===== src/rtl/vga_frame_monitor.sv =====
// vga_frame_monitor: receive-side VGA timing monitor.
// Registers the packed 8-bit VGA bus, recovers hsync/vsync timing, locks onto
// a stable frame, rebuilds the (x, y, rgb) pixel stream and reports per-frame
// line/frame periods and a rotate-xor checksum of the previous frame.
// Optional build macro VGA_FRAME_MONITOR_MATCH_COUNT_EN adds a per-frame count
// of pixels equal to MATCH_RGB; without it match_count is tied to zero.
module vga_frame_monitor #(
  parameter int          H_ACTIVE        = 640,
  parameter int          H_SYNC          = 96,
  parameter int          H_BACK          = 48,
  parameter int          H_TOTAL         = 800,
  parameter int          V_ACTIVE        = 480,
  parameter int          V_SYNC          = 2,
  parameter int          V_BACK          = 33,
  parameter int          V_TOTAL         = 525,
  parameter int          SYNC_ACTIVE_LOW = 1,
  parameter int          LOCK_FRAMES     = 2,
  parameter logic [5:0]  MATCH_RGB       = 6'b11_10_00
) (
  input  logic        clk,
  input  logic        rst_n,
  input  logic [7:0]  vga_in,
  input  logic        err_clr,
  output logic        pix_valid,
  output logic [9:0]  pix_x,
  output logic [9:0]  pix_y,
  output logic [5:0]  pix_rgb,
  output logic        frame_done,
  output logic        locked,
  output logic [10:0] h_period,
  output logic [9:0]  v_period,
  output logic [15:0] frame_checksum,
  output logic        timing_err,
  output logic [18:0] match_count
);

  localparam logic [1:0]  ST_SEARCH  = 2'd0;
  localparam logic [1:0]  ST_ACQUIRE = 2'd1;
  localparam logic [1:0]  ST_LOCKED  = 2'd2;

  localparam logic [10:0] K_MAX   = 11'h7FF;
  localparam logic [9:0]  L_MAX   = 10'h3FF;
  localparam logic [10:0] H_START = 11'(H_SYNC + H_BACK);
  localparam logic [10:0] H_END   = 11'(H_SYNC + H_BACK + H_ACTIVE);
  localparam logic [9:0]  V_START = 10'(V_SYNC + V_BACK);
  localparam logic [9:0]  V_END   = 10'(V_SYNC + V_BACK + V_ACTIVE);
  localparam logic [10:0] H_TOT   = 11'(H_TOTAL);
  localparam logic [9:0]  V_TOT   = 10'(V_TOTAL);
  localparam logic [7:0]  LOCK_N  = 8'(LOCK_FRAMES);
  localparam logic        POL     = (SYNC_ACTIVE_LOW != 0);

  logic [7:0]  r_vin;
  logic        r_hs_d;
  logic        r_vs_d;
  logic [10:0] r_k;
  logic [9:0]  r_l;
  logic [1:0]  r_state;
  logic [7:0]  r_good_cnt;
  logic        r_line_err;
  logic        r_exempt;
  logic [15:0] r_cs;

  logic        w_hs;
  logic        w_vs;
  logic [5:0]  w_rgb;
  logic        w_hs_edge;
  logic        w_vs_edge;
  logic [10:0] w_k;
  logic [9:0]  w_l_inc;
  logic [9:0]  w_l;
  logic [10:0] w_h_meas;
  logic        w_h_bad;
  logic        w_sat;
  logic        w_active;
  logic        w_count;
  logic        w_frame_good;
  logic [1:0]  w_state_nxt;
  logic [7:0]  w_good_nxt;
  logic        w_terr_set;
  logic        w_enter_acq;

  // Single input register on the raw VGA bus
  always_ff @(posedge clk) begin
    if (!rst_n) r_vin <= '0;
    else        r_vin <= vga_in;
  end

  // Field decode: normalise sync polarity, reassemble {R,G,B} from split bits
  assign w_hs  = r_vin[7] ^ POL;
  assign w_vs  = r_vin[3] ^ POL;
  assign w_rgb = {r_vin[0], r_vin[4], r_vin[1], r_vin[5], r_vin[2], r_vin[6]};

  // Sync history starts "asserted" so a sync held across reset is not an edge
  always_ff @(posedge clk) begin
    if (!rst_n) begin
      r_hs_d <= 1'b1;
      r_vs_d <= 1'b1;
    end else begin
      r_hs_d <= w_hs;
      r_vs_d <= w_vs;
    end
  end

  assign w_hs_edge = w_hs & ~r_hs_d;
  assign w_vs_edge = w_vs & ~r_vs_d;

  // Offset of the current sample from the last hsync edge (saturating)
  always_comb begin
    w_k = r_k;
    if (w_hs_edge)          w_k = '0;
    else if (r_k != K_MAX)  w_k = r_k + 11'd1;
  end

  // Line count including this sample's hsync edge; vsync edge restarts it
  always_comb begin
    w_l_inc = r_l;
    if (w_hs_edge && (r_l != L_MAX)) w_l_inc = r_l + 10'd1;
    w_l = w_vs_edge ? '0 : w_l_inc;
  end

  assign w_h_meas     = r_k + 11'd1;
  assign w_sat        = (w_k == K_MAX) | (w_l_inc == L_MAX);
  assign w_h_bad      = w_hs_edge & (r_state != ST_SEARCH) & ~r_exempt &
                        (w_h_meas != H_TOT);
  // An hsync edge coincident with vsync closes the last line of the frame,
  // so its measurement is folded into this frame's verdict.
  assign w_frame_good = ~(r_line_err | w_h_bad) & (w_l_inc == V_TOT);
  assign w_active     = (w_k >= H_START) && (w_k < H_END) &&
                        (w_l >= V_START) && (w_l < V_END);
  assign w_count      = w_active & (r_state != ST_SEARCH);

  // Lock FSM next-state; saturation overrides any frame evaluation
  always_comb begin
    w_state_nxt = r_state;
    w_good_nxt  = r_good_cnt;
    w_terr_set  = 1'b0;
    if (w_sat) begin
      w_state_nxt = ST_SEARCH;
      w_good_nxt  = '0;
      w_terr_set  = (r_state == ST_LOCKED);
    end else if (w_vs_edge) begin
      case (r_state)
        ST_SEARCH: begin
          w_state_nxt = ST_ACQUIRE;
          w_good_nxt  = '0;
        end
        ST_ACQUIRE: begin
          if (w_frame_good) begin
            w_good_nxt = r_good_cnt + 8'd1;
            if (w_good_nxt >= LOCK_N) w_state_nxt = ST_LOCKED;
          end else begin
            w_good_nxt = '0;
          end
        end
        ST_LOCKED: begin
          if (!w_frame_good) begin
            w_state_nxt = ST_SEARCH;
            w_good_nxt  = '0;
            w_terr_set  = 1'b1;
          end
        end
        default: w_state_nxt = ST_SEARCH;
      endcase
    end
  end

  assign w_enter_acq = (r_state == ST_SEARCH) && (w_state_nxt == ST_ACQUIRE);

  // Timing counters and lock state
  always_ff @(posedge clk) begin
    if (!rst_n) begin
      r_k        <= '0;
      r_l        <= '0;
      r_state    <= ST_SEARCH;
      r_good_cnt <= '0;
      locked     <= 1'b0;
    end else begin
      r_k        <= w_k;
      r_l        <= w_l;
      r_state    <= w_state_nxt;
      r_good_cnt <= w_good_nxt;
      locked     <= (w_state_nxt == ST_LOCKED);
    end
  end

  // Line-error tracking; the first hsync edge after acquiring is not judged
  always_ff @(posedge clk) begin
    if (!rst_n) begin
      r_line_err <= 1'b0;
      r_exempt   <= 1'b0;
    end else if (w_enter_acq) begin
      r_line_err <= 1'b0;
      r_exempt   <= 1'b1;
    end else begin
      if (w_vs_edge)    r_line_err <= 1'b0;
      else if (w_h_bad) r_line_err <= 1'b1;
      if (w_hs_edge)    r_exempt   <= 1'b0;
    end
  end

  // Line and frame period capture
  always_ff @(posedge clk) begin
    if (!rst_n) begin
      h_period <= '0;
      v_period <= '0;
    end else begin
      if (w_hs_edge) h_period <= w_h_meas;
      if (w_vs_edge) v_period <= w_l_inc;
    end
  end

  // Frame checksum and frame_done pulse; accumulator idles at 0 in SEARCH
  always_ff @(posedge clk) begin
    if (!rst_n) begin
      r_cs           <= '0;
      frame_checksum <= '0;
      frame_done     <= 1'b0;
    end else begin
      frame_done <= w_vs_edge;
      if (w_vs_edge) begin
        frame_checksum <= r_cs;
        r_cs           <= '0;
      end else if (r_state == ST_SEARCH) begin
        r_cs <= '0;
      end else if (w_count) begin
        r_cs <= {r_cs[14:0], r_cs[15]} ^ {10'b0, w_rgb};
      end
    end
  end

  // Sticky timing error; a new set beats a simultaneous clear
  always_ff @(posedge clk) begin
    if (!rst_n)          timing_err <= 1'b0;
    else if (w_terr_set) timing_err <= 1'b1;
    else if (err_clr)    timing_err <= 1'b0;
  end

  // Registered pixel stream; coordinates follow the counters every cycle
  always_ff @(posedge clk) begin
    if (!rst_n) begin
      pix_valid <= 1'b0;
      pix_x     <= '0;
      pix_y     <= '0;
      pix_rgb   <= '0;
    end else begin
      pix_valid <= w_active & (r_state == ST_LOCKED);
      pix_x     <= 10'(w_k - H_START);
      pix_y     <= w_l - V_START;
      pix_rgb   <= w_rgb;
    end
  end

`ifdef VGA_FRAME_MONITOR_MATCH_COUNT_EN
  logic [18:0] r_mcnt;

  // Per-frame count of checksummed pixels equal to MATCH_RGB (saturating)
  always_ff @(posedge clk) begin
    if (!rst_n) begin
      r_mcnt      <= '0;
      match_count <= '0;
    end else if (w_vs_edge) begin
      match_count <= r_mcnt;
      r_mcnt      <= '0;
    end else if (w_count && (w_rgb == MATCH_RGB) && (r_mcnt != '1)) begin
      r_mcnt <= r_mcnt + 19'd1;
    end
  end
`else
  // Counter not built: output is constant zero (MATCH_RGB masked away)
  assign match_count = 19'(MATCH_RGB & 6'd0);
`endif

endmodule

===== config.mk =====
export PLATFORM = sky130hd
export DESIGN_NAME = vga_frame_monitor
export DESIGN_NICKNAME = d
export VERILOG_FILES = /design/src/rtl/vga_frame_monitor.sv
export SDC_FILE = /design/constraint.sdc
export NUM_CORES = 1
export LEC_CHECK = 0
export CORE_ASPECT_RATIO = 1.1
export CORE_MARGIN = 5
export CORE_UTILIZATION = 40
export CTS_CLUSTER_SIZE = 40
export DETAILED_ROUTE_END_ITERATION = 8
export GPL_ROUTABILITY_DRIVEN = 0
export PLACE_DENSITY = 0.62
export SYNTH_ARGS = -nofsm -noshare
export SYNTH_HDL_FRONTEND = slang
export SYNTH_SLANG_ARGS = --single-unit

===== constraint.sdc =====
create_clock -name clk -period 4.5 [get_ports clk]
set_clock_uncertainty 0.05 [all_clocks]
set_input_delay 0.675 -clock clk [delete_from_list [all_inputs] [get_ports clk]]
set_output_delay 0.675 -clock clk [all_outputs]
set_load 0.01 [all_outputs]

Word level (Yosys, flattened, before mapping)
Index checks and enable logic that the tools add are counted. Widths: inputs -> output; s select.

Flip-flop bits (word level): 126. Bits of input ports: 11. Logic and storage cells: 94.

$add $sub $neg: 5. $lt $le $gt $ge: 5. Equal/unequal tests: 11. Multiplexer cells: 21. Bitwise gates (word level): 18. Reductions and logical operators: 14.

Operators with widths (number): $pmux 8 s3 (1); $mux 11 (2); $eq 10x10->1 const B (2); $mux 10 (2); $mux 8 (2); $xor 16x6->16 (1); $add 11x1->11 const B (1); $eq 11x11->1 const B (1); $ge 11x8->1 const B (1); $lt 11x10->1 const B (1); $ne 11x10->1 const B (1); $ne 11x11->1 const B (1); $add 10x1->10 const B (1); $ge 10x6->1 const B (1); $lt 10x10->1 const B (1); $mux 2 (5); $ne 10x10->1 const B (1); $sub 10x6->10 const B (1); $sub 10x8->10 const B (1); $add 8x1->8 const B (1); $and 1x1->1 (8); $ge 8x2->1 const B (1); $mux 1 (8); $not 1->1 (7); other kinds (12) (22).

Longest topological paths before layout
Gate-level depths: netlist of run 1.

Depth in word-level cells: 15. Mapped depth: 17.

Worst setup path after synthesis of run 1
Ideal clock, no wire load.

Kind: register -> register. Start: register r_k[1]. End: register r_cs[0]. Library setup time: 0.128 ns. Data arrival time: 3.326 ns. Path slack: 0.997 ns. Cell stages (with the launch flop): 17. Buffers on the path: 3. Period minus slack after synthesis: 3.503 ns. Path through: dfxtp_1 -> ha_1 -> nand3_1 -> nor2_1 -> nand4_1 -> clkbuf_1 -> a21oi_1 -> ha_1 -> nand2_1 -> nor3_1 -> a41o_1 -> o32ai_1 -> or4b_1 -> buf_4 -> buf_6 -> mux2i_1 -> nor2_1.

Longest elaborated chain between the ends: 8. Elaborated cells on any way between the ends: 10. Those cells by class: add/sub: 1; order compare: 2; eq/ne: 1; mux: 2; bitwise: 1; reduce/logical: 3.

Ends and longest elaborated chain: from (decl) (RTL line 55) `logic [10:0] r_k;`; from (signal assigned) (RTL line 178) `r_k <= w_k;`; $add 11x1->11 / $ne 11x11->1 (equally long branches) (RTL line 111) `else if (r_k != K_MAX) w_k = r_k + 11'd1;`; $mux 11 (*) (RTL line 111); $mux 11 (*) (RTL line 110) `if (w_hs_edge) w_k = '0;`; named net w_k[4] (RTL line 68) `logic [10:0] w_k;`; $ge 11x8->1 / $lt 11x10->1 (equally long branches) (RTL line 128) `assign w_active = (w_k >= H_START) && (w_k < H_END) &&`; $logic_and 1x1->1 (*) (2 in series) (RTL line 128); $logic_and 1x1->1 (*) (RTL line 129) `(w_l >= V_START) && (w_l < V_END);`; $and 1x1->1 (*) (RTL line 130) `assign w_count = w_active & (r_state != ST_SEARCH);`; to (signal assigned) (RTL line 226) `r_cs <= {r_cs[14:0], r_cs[15]} ^ {10'b0, w_rgb};`; to (decl) (RTL line 61) `logic [15:0] r_cs;`.

Mark *: on every way through the listed nets, which the timed path passes. The rest lies on a longest branch. A chain may end at the register's enable or synchronous reset.

Worst setup path in the final report of run 1
Start: register r_k[0]. End: register r_cs[5].

Same word-level chain as after synthesis.

==> flow_metrics.env, run 1 <==
export IMPL_p_seq_share_pct=44.4
export IMPL_startpoint="r_k[0]"
export IMPL_cts_tree="done"
export IMPL_period_minus_slack_ps=4026
export IMPL_grt_overflow=0
export IMPL_ys_seq_elements=122
export IMPL_swShare_pct=22.81
export IMPL_grt_pass1_wl_mm=21.91
export IMPL_netlist_instances=637
export IMPL_drtAntennaViolNets=0
export IMPL_min_path_cells=1
export IMPL_finalMaxSlewViolations=0
export IMPL_status="finished, final reports clean"
export IMPL_seqCellArea_mm2=0.002442
export IMPL_avgSynthCellArea_um2=8.727
export IMPL_hold_end="r_vs_d"
export IMPL_start_util_pct=40.46
export IMPL_dr_pass1_iters=5
export IMPL_end_kind="flip-flop"
export IMPL_numPortBuffers=77
export IMPL_routed_wl_mm=13.29
export IMPL_synth_ff_type="dfxtp_1"
export IMPL_relSlewSlack_pct=46.07
export IMPL_p_switching_mw=0.5757
export IMPL_nNetsFinal=719
export IMPL_synth_seq_area_share_pct=43.93
export IMPL_clockRootBuffer="clkbuf_16"
export IMPL_r2r_setup_slack_ps=470
export IMPL_critPathKind="flip-flop to flip-flop"
export IMPL_hold_class="flip-flop to flip-flop"
export IMPL_ctsLongestPathBuffers=2
export IMPL_clkTransAtPathRegs_ps=50
export IMPL_track_usage_pct=16.82
export IMPL_cts_setup_buffers=0
export IMPL_p_int_mw=1.949
export IMPL_n_antenna_cell=0
export IMPL_leakage_nw=2.672
export IMPL_tns_ps=0
export IMPL_worst_pin_slew_ps=808.1
export IMPL_grt_setup_unrepaired="false"
export IMPL_cts_hold_buf=0
export IMPL_grt_max_degree=45
export IMPL_die_h_um=133.6
export IMPL_first_global_vias=4414
export IMPL_synth_edf_count=0
export IMPL_peakVddDrop_uv=239.8
export IMPL_period_share_pct=89.46
export IMPL_clock_latency_ps=420
export IMPL_ff2ff_path_depth=14
export IMPL_syn_area_mm2=0.005559
export IMPL_drc=0
export IMPL_cts_buffers=17
export IMPL_crit_path_max_fanout=17
export IMPL_nFillCells=1336
export IMPL_worstHoldStart="r_vin[3]"
export IMPL_coreArea_mm2=0.01374
export IMPL_io_pins=97
export IMPL_drive_gt1_share_pct=8.146
export IMPL_required_ps=4740
export IMPL_synthDistinctLibCells=65
export IMPL_worstPathArrival_ps=4260
export IMPL_multi_input_area_mm2=0.002818
export IMPL_combPwrFrac_pct=5.2
export IMPL_cts_sinks=122
export IMPL_finalPower_mw=2.524
export IMPL_die_w_um=122.4
export IMPL_fmax_mhz=248.4
export IMPL_p_clk_share_pct=50.3
export IMPL_critPathLaunchType="flip-flop"
export IMPL_rr_startpoint="r_k[0]"
export IMPL_synthArstFlopShare_pct=0
export IMPL_wl_per_cell_um=14.76
export IMPL_cts_resized_gates=0
export IMPL_die_area_mm2=0.01636
export IMPL_vias_per_cell=5.127
export IMPL_drt_iter0_drc=269
export IMPL_cts_max_level=4
export IMPL_ys_warn_count=0
export IMPL_rows=45
export IMPL_maxCapViolCount=0
export IMPL_antenna_found_initial=0
export IMPL_syn_to_final_growth_pct=24.47
export IMPL_final_hold_viol_count=0
export IMPL_finalSetupViolations=0
export IMPL_worstReg2RegEnd="r_cs[5]"
export IMPL_routed_via_count=4614
export IMPL_p_per_area_mw_per_mm2=364.9
export IMPL_dpl_hpwl_mm=9.460
cell usage after synthesis, types with 4 or more instances:
master | count | area share [%]
a211oi_1 | 17 | 2.3
a21o_1 | 6 | 0.81
a21oi_1 | 44 | 4.0
a31oi_1 | 5 | 0.56
and2_1 | 21 | 2.4
and3_1 | 11 | 1.2
and4_1 | 5 | 0.79
buf_2 | 7 | 0.63
buf_4 | 24 | 3.2
clkbuf_1 | 25 | 1.7
dfxtp_1 | 122 | 44
ha_1 | 9 | 2.0
inv_1 | 10 | 0.68
mux2i_1 | 20 | 3.6
nand2_1 | 62 | 4.2
nand2b_1 | 7 | 0.79
nand3_1 | 11 | 0.99
nand3b_1 | 4 | 0.54
nand4_1 | 12 | 1.4
nor2_1 | 87 | 5.9
nor3_1 | 10 | 0.90
nor3b_1 | 4 | 0.54
nor4_1 | 4 | 0.45
o21ai_0 | 11 | 0.99
or2_2 | 6 | 0.68
or3_1 | 5 | 0.56
xnor2_1 | 12 | 1.9
xor2_1 | 15 | 2.4
state kept, by name (all words and copies together), names as in the netlist, 2 cells and up:
signal	flops
pix_y	10
h_period	11
r_state	2
r_vin	8
frame_checksum	16
pix_x	6
r_l	10
r_good_cnt	8
r_k	11
v_period	10
pix_rgb	6
r_cs	16
worst max-delay path, cell delays in order (launching register included):
cell     delay [ps]
dfxtp_1         590
ha_1            360
nand3_1         130
nor2_1          250
nand4_1         360
a21oi_1         410
ha_1            210
nand2_1          60
nor3_1          170
a41o_1          200
o32ai_1          80
or4b_1          550
buf_4           250
mux2i_1         180
nor2_1           50
power groups by stage:
| stage | Sequential (mW) | Combinational (mW) | Clock (mW) |
|---|---|---|---|
| global route | 1.12 | 0.145 | 1.36 |
| detailed placement | 1.14 | 0.133 | 0 |
| floorplan | 1.15 | 0.0834 | 0 |
| global placement | 1.14 | 0.131 | 0 |
| CTS | 1.12 | 0.133 | 1.29 |
| finish | 1.12 | 0.132 | 1.27 |
how the worst max path moves through the flow:
stage | slack [ps] | end
CTS | 530 | r_cs[13]
detailed placement | 550 | r_cs[13]
global route | 110 | r_good_cnt[7]
global placement | 640 | r_cs[7]
floorplan | 1000 | r_cs[0]
finish | 470 | r_cs[5]
layout make-up:
type / instances / area share [%]
Clock buffer: 22 / 6.709
Clock inverter: 10 / 1.374
Inverter: 11 / 0.5967
Multi-Input combinational cell: 463 / 40.72
Sequential cell: 122 / 35.30
Tap cell: 188 / 3.400
Timing Repair Buffer: 84 / 11.90
cells in the final DEF, fill, tap and decap left out, types with 5 or more instances in the layout:
cell             synthesis  layout
or3_1                    5       5
mux2i_1                 20      20
inv_1                   10      10
nor3_1                  10      10
a211oi_1                17      17
clkbuf_16                0      17
o21ai_0                 11      11
nand2_1                 62      62
nor2_1                  87      86
or2_2                    6       6
conb_1                   1      19
and4_1                   5       5
nand3_1                 11      11
and2_1                  21      21
dfxtp_1                122     122
a21o_1                   6       6
buf_4                   24       7
ha_1                     9       9
a31oi_1                  5       5
xor2_1                  15      15
xnor2_1                 12      12
clkinvlp_4               0       5
and3_1                  11      11
clkdlybuf4s50_1          0      77
a21oi_1                 44      44
nand4_1                 12      12
nand2b_1                 7       7
routing by layer:
metal	up-vias	track usage, %	wire [um]
li1	2313	-	-
met1	2143	21.17	5924
met2	140	26.37	6228
met3	18	4.968	863
met4	0	7.778	268
met5	-	0	0
metrics by stage:
step                      hold slack [ps]  instance area (um^2)  worst slack (ps)  cells  utilization (%)
after floorplan                     316.7                  5627             996.7    655                -
final                               364.5                  6919             474.4    900            50.36
after global routing                388.9                  6919             107.3    900            50.36
after CTS                           365.1                  6919             530.9    900            50.36
after detailed placement            345.5                  6360             550.8    868            46.29
after global placement              342.1                  6360             643.2    868            46.29
kinds of logic (layout without fill, tap and decap cells):
group,count (synthesis),in the layout,share of synthesized area (%)
other cells,1,19,0.06746
fa+ha+maj,9,9,2.026
mux,24,24,4.501
xor+xnor,28,28,4.547
buf+inv,70,127,6.640
simple gates,263,263,23.45
flops,122,122,43.93
compound gates,120,120,14.83
Note: power is estimated with default switching activity, not from simulation.
==> inputs of run 2 (changes only) <==
Settings changed: CELL_PAD_IN_SITES_DETAIL_PLACEMENT set to 0, CELL_PAD_IN_SITES_GLOBAL_PLACEMENT set to 1, GPL_ROUTABILITY_DRIVEN 0 to not set, PLACE_DENSITY 0.62 to 0.79.
==> flow_metrics.env, run 2 (synthesis gave the netlist of run 1 again) <==
export IMPL_clock_latency_ps=420
export IMPL_maxCapViolCount=0
export IMPL_multi_input_area_mm2=0.002818
export IMPL_cts_tree="done"
export IMPL_grt_max_degree=53
export IMPL_worstPathArrival_ps=4270
export IMPL_postLayoutCoreUtil_pct=50.74
export IMPL_track_usage_pct=17.08
export IMPL_die_area_mm2=0.01636
export IMPL_routed_wl_mm=13.65
export IMPL_grt_setup_unrepaired="false"
export IMPL_finalPower_mw=2.628
export IMPL_cts_setup_buffers=0
export IMPL_final_common_cell="dfxtp_1"
export IMPL_grt_overflow=0
export IMPL_cts_sinks=122
export IMPL_worst_pin_slew_ps=849.1
export IMPL_clockRootBuffer="clkbuf_16"
export IMPL_cp_slowest_cell="o31ai_1"
export IMPL_instances_no_fill=901
export IMPL_crit_path_max_fanout=17
export IMPL_first_global_vias=4507
export IMPL_end_kind="flip-flop"
export IMPL_dr_pass1_iters=4
export IMPL_hold_class="flip-flop to flip-flop"
export IMPL_io_pins=97
export IMPL_rows=45
export IMPL_path_buf_inv=2
export IMPL_period_minus_slack_ps=4028
export IMPL_cp_top_family="simple AND/OR/NAND/NOR gates"
export IMPL_nNetsFinal=720
export IMPL_start_util_pct=40.46
export IMPL_nFillCells=1356
export IMPL_antenna_found_initial=0
export IMPL_drt_iter0_drc=192
export IMPL_drive_gt1_share_pct=8.555
export IMPL_cts_max_level=4
export IMPL_drc=0
export IMPL_setup_ws_ps=472.2
export IMPL_drtAntennaViolNets=0
export IMPL_status="finished, final reports clean"
export IMPL_peakVddDrop_uv=236.8
export IMPL_numPortBuffers=77
export IMPL_tns_ps=0
export IMPL_dpl_hpwl_mm=9.515
export IMPL_grt_pass1_wl_mm=22.38
export IMPL_coreArea_mm2=0.01374
export IMPL_vias_per_cell=5.141
export IMPL_required_ps=4740
export IMPL_fmax_mhz=248.3
export IMPL_cpPeakStageDelay_ps=660
export IMPL_globalplace_congestion=0.8733
export IMPL_wl_per_cell_um=15.15
export IMPL_clkTransAtPathRegs_ps=60
export IMPL_critPathLaunchType="flip-flop"
export IMPL_die_h_um=133.6
export IMPL_n_antenna_cell=0
export IMPL_relSlewSlack_pct=43.39
export IMPL_routed_via_count=4632
export IMPL_placed_cells=869
export IMPL_finalSetupViolations=0
export IMPL_ctsLongestPathBuffers=2
export IMPL_cts_hold_buf=0
export IMPL_mostFrequentLayoutCells="dfxtp_1 (122), nor2_1 (86), clkdlybuf4s50_1 (77)"
export IMPL_finalMaxSlewViolations=0
export IMPL_cts_buffers=17
export IMPL_critPathKind="flip-flop to flip-flop"
export IMPL_final_hold_viol_count=0
export IMPL_seqCellArea_mm2=0.002442
export IMPL_whs_ps=357.5
export IMPL_dp_slack_ps=578.3
export IMPL_design_area_mm2=0.006970
export IMPL_top_regs="frame_checksum: 16 flops, r_cs: 16 flops"
export IMPL_period_share_pct=89.51
export IMPL_placed_cell_area_mm2=0.006367
export IMPL_die_w_um=122.4
export IMPL_leakage_nw=2.711
export IMPL_p_per_area_mw_per_mm2=377.0
export IMPL_path_cells="ha_1, nand3_2, o31ai_1, xor2_1, nor2_1, ha_1, inv_1, nand4_2, o21bai_1, or4b_1, buf_4, mux2i_1, nor2_1"
export IMPL_syn_to_final_growth_pct=25.39
export IMPL_cts_resized_gates=0
[run 2: cell count changes in the layout (fill, tap and decap cells not counted)]
cell,previous run,this run
clkinvlp_4,5,2
clkinv_2,2,1
inv_6,0,5
bufinv_16,1,2
clkinv_4,2,1
clkbuf_1,3,1
clkbuf_8,2,3
buf_4,7,8
[run 2: power by group]
part / switching (mW) / leakage (nW) / internal (mW)
Clock: 0.506 / 0.291 / 0.867
Sequential: 0.0171 / 0.993 / 1.10
Combinational: 0.0747 / 1.43 / 0.0589
Total: 0.598 / 2.71 / 2.03
[run 2: area by class of cell]
cell class	count	share of cell area, %
clock buffers	21	6.749
clock inverters	11	1.903
inverters	11	0.5924
multi-input cells	463	40.42
flip-flops and latches	122	35.04
well taps	188	3.375
repair buffers	85	11.92
[run 2: worst paths after layout]
check	from	slack (ps)	cells after the start	end
hold / removal	r_vin[3]	360	1	r_vs_d
setup reg to reg	r_l[0]	470	13	r_cs[7]
setup / recovery	r_l[0]	470	13	r_cs[7]
hold reg to reg	r_vin[3]	360	1	r_vs_d
[run 2: per-layer routing]
metal  wire (um)  track usage [%]
met3         616            4.119
met5           0                0
met4         199            6.721
met1        6484            22.59
met2        6347            26.76
==> inputs of run 3 (changes only) <==
Settings changed: DONT_BUFFER_PORTS set to 1, PLACE_DENSITY 0.79 to 0.67.
==> flow_metrics.env, run 3 (synthesis gave the netlist of run 1 again) <==
export IMPL_wl_met2_mm=6.530
export IMPL_relSlewSlack_pct=44.88
export IMPL_cts_sinks=122
export IMPL_drtAntennaViolNets=0
export IMPL_start_util_pct=40.46
export IMPL_die_h_um=133.6
export IMPL_cp_top_family="simple AND/OR/NAND/NOR gates"
export IMPL_cts_setup_buffers=0
export IMPL_cts_hold_buf=0
export IMPL_tns_ps=0
export IMPL_finalSetupViolations=0
export IMPL_fmax_mhz=247.8
export IMPL_leakage_nw=2.419
export IMPL_die_area_mm2=0.01636
export IMPL_first_global_vias=4172
export IMPL_final_common_cell="dfxtp_1"
export IMPL_drt_iter0_drc=230
export IMPL_mostFrequentLayoutCells="dfxtp_1 (122), nor2_1 (86), nand2_1 (62)"
export IMPL_path_buf_inv=3
export IMPL_grt_pass1_wl_mm=21.99
export IMPL_cts_resized_gates=0
export IMPL_highest_layer="met4"
export IMPL_cts_buffers=17
export IMPL_globalplace_congestion=0.8611
export IMPL_cpPeakStageDelay_ps=640
export IMPL_ctsLongestPathBuffers=2
export IMPL_p_per_area_mw_per_mm2=415.9
export IMPL_grt_setup_unrepaired="false"
export IMPL_vias_per_cell=5.249
export IMPL_track_usage_pct=17.05
export IMPL_coreArea_mm2=0.01374
export IMPL_worst_pin_slew_ps=826.8
export IMPL_period_minus_slack_ps=4036
export IMPL_worstPathArrival_ps=4260
export IMPL_nNetsFinal=642
export IMPL_finalMaxSlewViolations=0
export IMPL_drive_gt1_share_pct=8.861
export IMPL_crit_path_max_fanout=17
export IMPL_wl_met3_um=874
export IMPL_cts_max_level=4
export IMPL_hold_class="input port to flip-flop"
export IMPL_grt_max_degree=53
export IMPL_grt_overflow=0
export IMPL_rows=45
export IMPL_top_regs="frame_checksum: 16 flops, r_cs: 16 flops"
export IMPL_critPathLaunchType="flip-flop"
export IMPL_final_hold_viol_count=0
export IMPL_n_antenna_cell=0
export IMPL_critPathKind="flip-flop to flip-flop"
export IMPL_dr_pass1_iters=5
export IMPL_required_ps=4730
export IMPL_die_w_um=122.4
export IMPL_end_kind="flip-flop"
export IMPL_dp_slack_ps=440.2
export IMPL_numPortBuffers=0
export IMPL_syn_to_final_growth_pct=11.19
export IMPL_cts_tree="done"
export IMPL_setup_ws_ps=464.2
export IMPL_dpl_hpwl_mm=9.522
export IMPL_path_cells="ha_1, nand3_1, nor2_1, nand4_1, buf_4, a21oi_1, inv_1, ha_1, nand2_1, nor3_1, a41o_1, o32ai_1, or4b_1, buf_4, mux2i_1, nor2_1"
export IMPL_clkTransAtPathRegs_ps=50
export IMPL_antenna_found_initial=0
export IMPL_status="finished, final reports clean"
export IMPL_clock_latency_ps=410
export IMPL_wl_per_cell_um=16.56
export IMPL_routed_via_count=4304
export IMPL_cp_slowest_cell="dfxtp_1"
export IMPL_drc=0
export IMPL_m1WireLength_mm=6.043
export IMPL_period_share_pct=89.68
export IMPL_maxCapViolCount=0
export IMPL_postLayoutCoreUtil_pct=44.99
export IMPL_io_pins=97
export IMPL_peakVddDrop_uv=235.4
export IMPL_routed_wl_mm=13.58
export IMPL_clockRootBuffer="clkbuf_16"
==> run 3: path summary, 6_finish.rpt <==
path                  from       end  slack [ps]  cells past startpoint
setup / recovery    r_k[0]  r_cs[13]         460                     16
hold / removal       rst_n    r_hs_d         300                      1
setup reg to reg    r_k[0]  r_cs[13]         460                     16
hold reg to reg   r_vin[3]    r_vs_d         360                      1
==> run 3: report_power, final <==
part	switching, mW	internal (mW)	total [mW]
clock network	0.455	0.903	1.36
logic	0.0544	0.0230	0.0774
registers	0.0290	1.11	1.13
total	0.539	2.03	2.57
==> run 3: layout make-up <==
| type | instances | area (um^2) |
|---|---|---|
| Sequential cell | 122 | 2442 |
| Tap cell | 188 | 235.2 |
| Timing Repair Buffer | 7 | 52.55 |
| Clock buffer | 22 | 474.2 |
| Clock inverter | 7 | 117.6 |
| Fill cell | 1442 | 7557 |
| Inverter | 11 | 41.29 |
| Multi-Input combinational cell | 463 | 2818 |
==> run 3: metal layers <==
layer  vias up  track usage (%)
li1       2153                -
met1      2032            21.15
met5         -                0
met4         0            5.849
met2       110            27.50
met3         9            5.860
==> run 3: stage by stage <==
step | instances | power (mW) | hold WS (ps) | area (um^2)
finish | 820 | 2.570 | 298.4 | 6181
global placement | 791 | 1.235 | 339.6 | 5589
CTS | 820 | 2.606 | 270.4 | 6181
detailed placement | 791 | 1.236 | 348.2 | 5589
floorplan | 655 | 1.230 | 316.7 | 5627
global route | 820 | 2.661 | 271.5 | 6181
==> run 3: worst reg2reg max path, stage by stage (launching register included) <==
cell     delay (ps)
dfxtp_1         640
ha_1            390
nand3_1         140
nor2_1          300
nand4_1         230
buf_4           260
a21oi_1         190
inv_1           100
ha_1            190
nand2_1          60
nor3_1           60
a41o_1          250
o32ai_1         290
or4b_1          170
buf_4           290
mux2i_1         250
nor2_1           60
